--- src/rtl/ringosc_pkg.sv ---
// Shared definitions for the ring-oscillator calibration controller.
//   cal_state_e    : calibration FSM states (also exported on state_dbg)
//   TRIM_LEVELS    : number of trim levels for the default 26-bit trim bus
//   THERM_W        : widest thermometer code the helper can build
//   level_to_therm : trim level -> thermometer code (low 'level' bits set)
package ringosc_pkg;

  typedef enum logic [2:0] {
    IDLE          = 3'd0,
    SETTLE        = 3'd1,
    MEASURE       = 3'd2,
    COMPARE       = 3'd3,
    FINAL_SETTLE  = 3'd4,
    FINAL_MEASURE = 3'd5,
    DONE          = 3'd6
  } cal_state_e;

  localparam int TRIM_LEVELS = 27;
  localparam int THERM_W     = 31;

  function automatic logic [THERM_W-1:0] level_to_therm(input logic [4:0] level);
    logic [THERM_W-1:0] t;
    t = '0;
    for (int i = 0; i < THERM_W; i++) begin
      t[i] = (i < int'(level));
    end
    return t;
  endfunction

endpackage

--- src/rtl/ringosc_edge_counter.sv ---
// Counts rising edges of an asynchronous oscillator clock.
//   clk, rst    : controller clock, synchronous active-high reset
//   osc_clk_in  : asynchronous oscillator output
//   clear       : zero the count (takes effect at the next clock edge)
//   enable      : count detected rising edges while high
//   count       : running total including an edge detected this cycle,
//                 so a caller can capture the full window on its last cycle
// The count saturates at all-ones.
module ringosc_edge_counter #(
  parameter int CNT_W = 16
) (
  input  logic             clk,
  input  logic             rst,
  input  logic             osc_clk_in,
  input  logic             clear,
  input  logic             enable,
  output logic [CNT_W-1:0] count
);

  logic             sync1, sync2, sync3;
  logic             rise;
  logic [CNT_W-1:0] cnt_q;

  // sync1/sync2 form the two-flop synchronizer; sync3 is the edge-detect delay.
  assign rise = sync2 & ~sync3;

  always_comb begin
    count = cnt_q;
    if (clear) begin
      count = '0;
    end else if (enable && rise && (cnt_q != '1)) begin
      count = cnt_q + CNT_W'(1);
    end
  end

  always_ff @(posedge clk) begin
    if (rst) begin
      sync1 <= 1'b0;
      sync2 <= 1'b0;
      sync3 <= 1'b0;
      cnt_q <= '0;
    end else begin
      sync1 <= osc_clk_in;
      sync2 <= sync1;
      sync3 <= sync2;
      cnt_q <= count;
    end
  end

endmodule

--- src/rtl/ringosc_cal_ctrl.sv ---
// Ring-oscillator trim calibration by bisection over TRIM_BITS+1 levels.
// Each step: settle SETTLE_CYCLES, count oscillator edges for a window,
// then move lo/hi. When lo==hi the chosen level is settled and measured once
// more; trim_ok reports whether that last count lies within TOL of target.
//   Inputs : wb_clk_i, wb_rst_i (sync, active-high), cal_start, hold_en,
//            clkmux_sel[2:0], target_count, window_cycles, osc_clk_in
//   Outputs: osc_start, trim_a (thermometer), clkmux, busy, done, trim_ok,
//            trim_level[4:0], meas_count, state_dbg[2:0] (FSM state)
// Optional macro RINGOSC_CAL_MANUAL_EN adds manual_en / manual_level, which
// set the trim level directly while the controller is idle or done.
//
// Request protocol: cal_start is a single-cycle request. It is accepted only
// in IDLE or DONE (and, with manual mode built in, only while manual_en is
// low); a pulse in any other state is dropped, there is no queueing.
module ringosc_cal_ctrl
  import ringosc_pkg::*;
#(
  parameter int TRIM_BITS     = 26,
  parameter int CNT_W         = 16,
  parameter int SETTLE_CYCLES = 16,
  parameter int TOL           = 4
) (
  input  logic                 wb_clk_i,
  input  logic                 wb_rst_i,
  input  logic                 cal_start,
  input  logic                 hold_en,
  input  logic [2:0]           clkmux_sel,
  input  logic [CNT_W-1:0]     target_count,
  input  logic [CNT_W-1:0]     window_cycles,
  input  logic                 osc_clk_in,
`ifdef RINGOSC_CAL_MANUAL_EN
  input  logic                 manual_en,
  input  logic [4:0]           manual_level,
`endif
  output logic                 osc_start,
  output logic [TRIM_BITS-1:0] trim_a,
  output logic [2:0]           clkmux,
  output logic                 busy,
  output logic                 done,
  output logic                 trim_ok,
  output logic [4:0]           trim_level,
  output logic [CNT_W-1:0]     meas_count,
  output logic [2:0]           state_dbg
);

  localparam logic [4:0]       TOP_LEVEL   = 5'(TRIM_BITS);
  localparam logic [CNT_W-1:0] SETTLE_LOAD = CNT_W'(SETTLE_CYCLES - 1);

  cal_state_e       state, state_nxt;
  logic [4:0]       lo, hi, lo_nxt, hi_nxt, mid;
  logic [CNT_W-1:0] cyc_cnt, cyc_cnt_nxt;  // shared settle / window down-counter
  logic [CNT_W-1:0] meas_nxt, win_load, edge_cnt, diff;
  logic             done_nxt, ok_nxt, busy_nxt, within_tol;
  logic [2:0]       clkmux_nxt;
  logic             cnt_clear, cnt_en;
  logic             manual_hold;
  logic [4:0]       manual_clamped;

`ifdef RINGOSC_CAL_MANUAL_EN
  assign manual_hold    = manual_en;
  assign manual_clamped = (manual_level > TOP_LEVEL) ? TOP_LEVEL : manual_level;
`else
  assign manual_hold    = 1'b0;
  assign manual_clamped = 5'd0;
`endif

  ringosc_edge_counter #(.CNT_W(CNT_W)) u_edge_counter (
    .clk        (wb_clk_i),
    .rst        (wb_rst_i),
    .osc_clk_in (osc_clk_in),
    .clear      (cnt_clear),
    .enable     (cnt_en),
    .count      (edge_cnt)
  );

  assign mid        = 5'((6'(lo) + 6'(hi)) >> 1);
  // A zero window still measures for one cycle so the FSM always advances.
  assign win_load   = (window_cycles == '0) ? '0 : window_cycles - CNT_W'(1);
  assign diff       = (edge_cnt >= target_count) ? edge_cnt - target_count
                                                 : target_count - edge_cnt;
  assign within_tol = (diff <= CNT_W'(TOL));

  always_comb begin
    state_nxt   = state;
    lo_nxt      = lo;
    hi_nxt      = hi;
    cyc_cnt_nxt = cyc_cnt;
    meas_nxt    = meas_count;
    done_nxt    = done;
    ok_nxt      = trim_ok;
    clkmux_nxt  = clkmux;
    cnt_clear   = 1'b0;
    cnt_en      = 1'b0;
    case (state)
      IDLE, DONE: begin
        if (manual_hold) begin
          lo_nxt = manual_clamped;
        end else if (cal_start) begin
          lo_nxt      = 5'd0;
          hi_nxt      = TOP_LEVEL;
          done_nxt    = 1'b0;
          ok_nxt      = 1'b0;
          clkmux_nxt  = clkmux_sel;
          cyc_cnt_nxt = SETTLE_LOAD;
          state_nxt   = SETTLE;
        end
      end
      SETTLE, FINAL_SETTLE: begin
        if (cyc_cnt == '0) begin
          // window_cycles is sampled here, on entry to the measurement
          cyc_cnt_nxt = win_load;
          cnt_clear   = 1'b1;
          state_nxt   = (state == SETTLE) ? MEASURE : FINAL_MEASURE;
        end else begin
          cyc_cnt_nxt = cyc_cnt - CNT_W'(1);
        end
      end
      MEASURE, FINAL_MEASURE: begin
        cnt_en = 1'b1;
        if (cyc_cnt == '0) begin
          meas_nxt = edge_cnt;
          if (state == MEASURE) begin
            state_nxt = COMPARE;
          end else begin
            ok_nxt    = within_tol;
            done_nxt  = 1'b1;
            state_nxt = DONE;
          end
        end else begin
          cyc_cnt_nxt = cyc_cnt - CNT_W'(1);
        end
      end
      COMPARE: begin
        // Higher count means the oscillator is too fast: trim further up.
        if (meas_count > target_count) lo_nxt = mid + 5'd1;
        else                           hi_nxt = mid;
        state_nxt   = (lo_nxt == hi_nxt) ? FINAL_SETTLE : SETTLE;
        cyc_cnt_nxt = SETTLE_LOAD;
      end
      default: state_nxt = IDLE;
    endcase
  end

  assign busy_nxt = (state_nxt != IDLE) && (state_nxt != DONE);

  always_ff @(posedge wb_clk_i) begin
    if (wb_rst_i) begin
      state      <= IDLE;
      lo         <= 5'd0;
      hi         <= TOP_LEVEL;
      cyc_cnt    <= '0;
      meas_count <= '0;
      done       <= 1'b0;
      trim_ok    <= 1'b0;
      clkmux     <= 3'd0;
      osc_start  <= 1'b0;
    end else begin
      state      <= state_nxt;
      lo         <= lo_nxt;
      hi         <= hi_nxt;
      cyc_cnt    <= cyc_cnt_nxt;
      meas_count <= meas_nxt;
      done       <= done_nxt;
      trim_ok    <= ok_nxt;
      clkmux     <= clkmux_nxt;
      // Registered from the next-state busy so it lines up with busy.
      osc_start  <= busy_nxt | hold_en;
    end
  end

  assign busy       = (state != IDLE) && (state != DONE);
  assign trim_level = (state == SETTLE || state == MEASURE || state == COMPARE) ? mid : lo;
  assign trim_a     = TRIM_BITS'(level_to_therm(trim_level));
  assign state_dbg  = state;

endmodule

--- config.mk ---
export PLATFORM = sky130hd
export DESIGN_NAME = ringosc_cal_ctrl
export DESIGN_NICKNAME = d
export VERILOG_FILES = /design/src/rtl/ringosc_pkg.sv /design/src/rtl/ringosc_edge_counter.sv /design/src/rtl/ringosc_cal_ctrl.sv
export SDC_FILE = /design/constraint.sdc
export NUM_CORES = 1
export LEC_CHECK = 0
export ABC_AREA = 0
export CORE_MARGIN = 2
export CORE_UTILIZATION = 55
export CTS_CLUSTER_SIZE = 25
export DETAILED_ROUTE_END_ITERATION = 8
export PLACE_DENSITY = 0.81
export SLEW_MARGIN = 5
export SYNTH_ARGS = -nofsm -noshare
export SYNTH_HDL_FRONTEND = slang
export SYNTH_SLANG_ARGS = --single-unit
--- constraint.sdc ---
create_clock -name wb_clk_i -period 6.4 [get_ports wb_clk_i]
set_input_delay 1.28 -clock wb_clk_i [delete_from_list [all_inputs] [get_ports wb_clk_i]]
set_output_delay 1.28 -clock wb_clk_i [all_outputs]
set_load 0.03 [all_outputs]
Yosys cells after proc, flatten, opt, wreduce, memory -nomap -nowiden
Cells that the tools add are included.
- flip-flop bits (word level): 70
- input bits: 40
- output and inout port bits: 57
- word-level logic and storage cells: 122
- add/subtract/negate cells: 7
- order comparisons: 29
- equality and inequality tests: 14
- mux-type cells: 34
- bitwise logic cells: 3
- reduce and logical (&&, ||, !) cells: 22
- operators by type and width (cell ; number):
    16-bit 2-to-1 mux ; 7
    16-bit one-hot mux with 4 select lines ; 1
    5-bit < comparator, first input constant ; 10
    4-bit by 5-bit < comparator with 1-bit output, first input constant ; 8
    5-bit 2-to-1 mux ; 7
    16-bit logical NOT ; 2
    16-bit by 1-bit subtractor with 16-bit output, second input constant ; 2
    16-bit subtractor ; 2
    3-bit by 5-bit < comparator with 1-bit output, first input constant ; 4
    5-bit one-hot mux with 2 select lines ; 2
    3-bit 2-to-1 mux ; 6
    16-bit by 1-bit adder with 16-bit output, second input constant ; 1
    16-bit greater-or-equal comparator ; 1
    16-bit greater-than comparator ; 1
    16-bit by 3-bit <= comparator with 1-bit output, second input constant ; 1
    16-bit inequality test, second input constant ; 1
    3-bit one-hot mux with 4 select lines ; 1
    1-bit by 5-bit < comparator with 1-bit output, first input constant ; 2
    2-bit by 5-bit < comparator with 1-bit output, first input constant ; 2
    3-bit == test, second input constant ; 3
    1-bit 2-to-1 mux ; 8
    2-bit inequality test, second input constant ; 4
    5-bit by 5-bit adder with 6-bit output ; 1
    3-bit by 2-bit == test with 1-bit output, second input constant ; 2
    18 further kinds ; 30

Depth between registers and ports, before layout
- word-level depth: 13
- depth in mapped cells: 23
- depth with buffers taken out: 20

Cells and area by module
From an unflattened synthesis, not the netlist that was laid out.
- cell total of the unflattened synthesis: 853
- area, all modules: 6342.3 um2
- modules (own cells, without submodules) (module ; instances ; cells an instance ; area each (um2) ; sequential area each (um2)):
    ringosc_cal_ctrl ; 1 ; 720 ; 5266.3 ; 1021.0
    ringosc_edge_counter ; 1 ; 133 ; 1076.0 ; 380.4

Worst setup path after synthesis
No wires, ideal clock.
- path kind: reg-to-reg
- start: register state[1] (netlist: state_dbg[1])
- end: register trim_ok
- setup time: 0.069 ns
- arrival time: 4.772 ns
- required time: 6.331 ns
- slack: 1.559 ns
- stages on the path, launching flop included: 23
- buffers on the path: 3
- clock period less this slack: 4.841 ns
- cell sequence: dfxtp_1 -> buf_2 -> or3b_1 -> a21oi_1 -> o31ai_1 -> or3_1 -> clkbuf_1 -> nor2_1 -> xor2_1 -> nand2_1 -> inv_1 -> ha_1 -> buf_6 -> a21o_1 -> a21o_1 -> a221o_1 -> nor3b_1 -> nor3_1 -> o22ai_1 -> mux2i_1 -> o211ai_1 -> or4_1 -> o21ai_1
- word-level cells in the longest chain between the ends: 13
- elaborated cells between the ends (all ways): 28
- those cells by class: add/sub (2); order compare (2); eq/ne (8); mux (8); reduce/logical (8)
- RTL lines (element ; line ; text):
    start: declaration ; ringosc_cal_ctrl.sv:49 ; cal_state_e state, state_nxt;
    start signal: assignment ; ringosc_cal_ctrl.sv:158 ; state <= state_nxt;
    3-bit by 2-bit == test with 1-bit output / 3-bit == test (equally long branches) ; ringosc_cal_ctrl.sv:94 ; case (state)
    2-bit OR reduction ; ringosc_cal_ctrl.sv:94 ;
    1-bit 2-to-1 mux ; ringosc_cal_ctrl.sv:94 ;
    1-bit logical AND (2 in a row) ; ringosc_edge_counter.sv:31 ; end else if (enable && rise && (cnt_q != '1)) begin
    16-bit 2-to-1 mux ; ringosc_edge_counter.sv:31 ;
    16-bit 2-to-1 mux * ; ringosc_edge_counter.sv:29 ; if (clear) begin
    named net edge_cnt[13] ; ringosc_cal_ctrl.sv:52 ; logic [CNT_W-1:0] meas_nxt, win_load, edge_cnt, diff;
    16-bit subtractor (tied with other cells) ; ringosc_cal_ctrl.sv:80 ; : target_count - edge_cnt;
    16-bit 2-to-1 mux * ; ringosc_cal_ctrl.sv:79 ; assign diff = (edge_cnt >= target_count) ? edge_cnt - target_count
    16-bit by 3-bit <= comparator with 1-bit output * ; ringosc_cal_ctrl.sv:81 ; assign within_tol = (diff <= CNT_W'(TOL));
    1-bit 2-to-1 mux * ; ringosc_cal_ctrl.sv:122 ; if (state == MEASURE) begin
    1-bit 2-to-1 mux * ; ringosc_cal_ctrl.sv:120 ; if (cyc_cnt == '0) begin
    1-bit one-hot mux with 2 select lines * ; ringosc_cal_ctrl.sv:94 ;
    end signal: assignment ; ringosc_cal_ctrl.sv:164 ; trim_ok <= ok_nxt;
    end: declaration ; ringosc_cal_ctrl.sv:40 ; output logic trim_ok,
Mark *: on every way through the listed nets, which the timed path passes. The rest lies on a longest branch. The select of a mux whose other input is x is not followed.
A chain may end at the register's enable or synchronous reset.

Worst setup path after layout
- start: register cyc_cnt[2]
- end: register trim_ok
- word-level cells in the longest chain between the ends: 10
- elaborated cells between the ends (all ways): 14
- those cells by class: add/sub (2); order compare (2); eq/ne (1); mux (7); reduce/logical (2)
- RTL lines (element ; line ; text):
    start: declaration ; ringosc_cal_ctrl.sv:51 ; logic [CNT_W-1:0] cyc_cnt, cyc_cnt_nxt;
    start signal: assignment ; ringosc_cal_ctrl.sv:161 ; cyc_cnt <= cyc_cnt_nxt;
    16-bit logical NOT * ; ringosc_cal_ctrl.sv:109 ; if (cyc_cnt == '0) begin
    1-bit 2-to-1 mux * ; ringosc_cal_ctrl.sv:109 ;
    1-bit 2-to-1 mux * ; ringosc_cal_ctrl.sv:94 ;
    16-bit 2-to-1 mux * ; ringosc_edge_counter.sv:29 ;
    named net edge_cnt[5] ; ringosc_cal_ctrl.sv:52 ;
    16-bit subtractor (tied with other cells) ; ringosc_cal_ctrl.sv:80 ;
    16-bit 2-to-1 mux * ; ringosc_cal_ctrl.sv:79 ;
    16-bit by 3-bit <= comparator with 1-bit output * ; ringosc_cal_ctrl.sv:81 ;
    1-bit 2-to-1 mux * ; ringosc_cal_ctrl.sv:122 ;
    1-bit 2-to-1 mux * ; ringosc_cal_ctrl.sv:120 ;
    1-bit one-hot mux with 2 select lines * ; ringosc_cal_ctrl.sv:94 ;
Marked as above.

==> metrics.yaml <==
drv_slew: 0
min_path_type: "reg2reg"
antenna_found_initial: 0
gr-total-overflow: 0
yosys-top-cells-area: "dfxtp_1 23%, ha_1 11%, nor2_1 7.3%"
hold_start: "u_edge_counter.sync1"
crit_required_ns: 6.67
worstPathMaxFanout: 15
cts_setup_buffers: 0
crit_slowest_cell: "nor4_1"
dp.cells: 1043
arrival_ns: 5.99
worstRegToRegCells: 18
drt_iter0_drc: 415
leakagePower_nw: 3.21
syn_inst: 844
grt_usage: 0.267
hold_buffers: 0
vias: 6041
worstSkewPairLatency_ns: 0.35
critical_path.reg2reg.startpoint: "cyc_cnt[2]"
fillers: 1009
rsz0062_at_grt: "no"
endpoint_kind: "register"
grt_first_pass_wirelength_um: 25700
synth_area_mm2: 0.00620
wl_um: 16000
ant_nets: 0
layout_common_cells: "121 x nor2_1, 95 x clkdlybuf4s50_1, 80 x nand2_1"
rrSetupSlack_ns: 0.68
tightestPinTransition_ns: 1.02
timing.hold.ws_ns: 0.449
die_w_um: 110
fin_ws_ns: 0.684
synth-async-reset-ratio: 0
fin_skew_ns: 0.00754
h-tree-depth: 3
power_density_mw_per_mm2: 200
globalplace.congestion: 0.991
min_to: "u_edge_counter.sync2"
drc_errors: 0
drive_gt1_frac: 0.0544
tns_ns: 0
synth_top_cell_by_area: "dfxtp_1"
io_buffers: 96
root_buffer: "clkbuf_16"
run_status: "complete, no violations"
die-area_mm2: 0.0121
vdd_drop_max_v: 0.000229
nNetsFinal: 1011
final_common_cell: "nor2_1"
hold_depth: 1
initial_core_util: 0.567
post-route-util: 0.682
slew_headroom: 0.319
synth_edf_count: 0
yosys_warnings: 0
path_cells: "nor4_1, nor2b_1, nand3_1, nor2_1, nand2_1, nand2_1, inv_1, ha_1, a21oi_1, o21ai_1, a41oi_2, o221a_4, mux2i_1, xnor2_1, a2111oi_2, nand4_1, or4_1, o21ai_1"
slowest_delay_ns: 0.44
dp_slack_ns: 0.817
numCtsBuffers: 9
path_class: "reg2reg"
syn_to_final_growth_pct: 20.3
synth_nets: 941
core_mm2: 0.0109
critPathLaunchType: "register"
yosys_register_bits: 70
cts.sinks: 70
wl_per_cell_um: 15.1
drv_cap: 0
clockBufferDepth: 2
instances_no_fill: 1059
max_freq_mhz: 175
dp_hpwl_um: 11900
setup_viol: 0
period_needed_ns: 5.72
grt_start_max_net_pins: 74
die_h_um: 110
synthFlopType: "dfxtp_1"
placementRows: 38
synth_top_area_frac: 0.226
pin_count: 97
drtPass1Iterations: 5
yosysUniqueCellTypes: 76
via_per_inst: 5.70
postCtsResizedCells: 0
cts_tree: "yes"
yosysSeqAreaShare: 0.226
path_clk_slew_ns: 0.06
n_antenna_cell: 0
fin_crit_sh: 0.893
grt_pass1_vias: 5310
r2r-end: "trim_ok"
hold_viol: 0
avgSynthCellArea_um2: 7.34
-- state kept, by name, summed over array words and instances, names as in the netlist --
register and count:
u_edge_counter.sync3 1, meas_count 16, done 1, trim_ok 1
hi 5, lo 5, clkmux 3, u_edge_counter.cnt_q 16
u_edge_counter.sync1 1, cyc_cnt 16, state_dbg 3, osc_start 1
u_edge_counter.sync2 1
-- area by class of cell --
class,count,area (µm²),area share
multi-input cells,677,4370,0.585
flip-flops and latches,70,1400,0.188
repair buffers,101,993,0.133
clock buffers,10,229,0.0307
inverters,55,206,0.0277
well taps,140,175,0.0235
clock inverters,6,86.3,0.0116
-- logic make-up (layout without fill, tap and decap cells) --
family / Yosys count / in the layout / synth area share
compound gates: 220 / 220 / 0.230
xor+xnor: 58 / 58 / 0.0844
fa+ha+maj: 58 / 58 / 0.118
buf+inv: 97 / 172 / 0.0695
flops: 70 / 70 / 0.226
mux: 15 / 15 / 0.0248
simple gates: 326 / 326 / 0.248
-- metal layers --
layer	global-route usage	wire length, µm	up-vias	part of all wire
li1	-	-	3093	-
met1	0.378	7750	2739	0.48
met2	0.408	6970	183	0.44
met3	0.0459	921	26	0.058
met4	0.0955	346	0	0.022
met5	0	0	-	0
-- power by group --
group          internal [W]  switching [W]  leakage (nW)
registers          0.000454      0.0000239         0.567
logic              0.000187       0.000289          2.49
clock network      0.000340       0.000197         0.152
-- through the flow --
step           total power (W)  area, µm²
2_1_floorplan         0.000818       6200
3_3_place_gp          0.000953       7140
3_5_place_dp          0.000959       7140
4_1_cts                0.00150       7460
5_1_grt                0.00158       7460
6_report               0.00149       7460
-- synthesized netlist by cell type (7+ instances only) --
cell type  instances
a21o_1            17
nor3_1            22
a31oi_1           11
dfxtp_1           70
inv_1             54
nor4_1            10
nor2b_1            9
xnor2_1           38
nand2b_1           8
nand4_1           10
nand2_1           80
a21oi_1           73
nand3_1           21
ha_1              56
nor2_1           121
mux2i_1           12
a22oi_1            7
xor2_1            18
clkbuf_1          25
o21ai_0           42
o22ai_1            9
-- worst max path at each step --
stage,startpoint,to,slack (ns),cells past startpoint
finish,cyc_cnt[2],trim_ok,0.68,18
floorplan,state_dbg[1],trim_ok,1.56,22
CTS,cyc_cnt[2],trim_ok,0.75,18
global placement,cyc_cnt[2],trim_ok,0.95,18
global route,cyc_cnt[2],trim_ok,0.03,18
detailed placement,cyc_cnt[2],trim_ok,0.82,18
-- worst max-delay path: cells and delay by family (launching register included) --
| kind | cells | cell delay, ns |
|---|---|---|
| fa+ha+maj | 1 | 0.39 |
| simple gates | 8 | 2.83 |
| xor+xnor | 1 | 0.10 |
| compound gates | 6 | 1.62 |
| mux | 1 | 0.25 |
| buf+inv | 1 | 0.07 |
| flops | 1 | 0.36 |
Power figures use the tool's default switching activity.
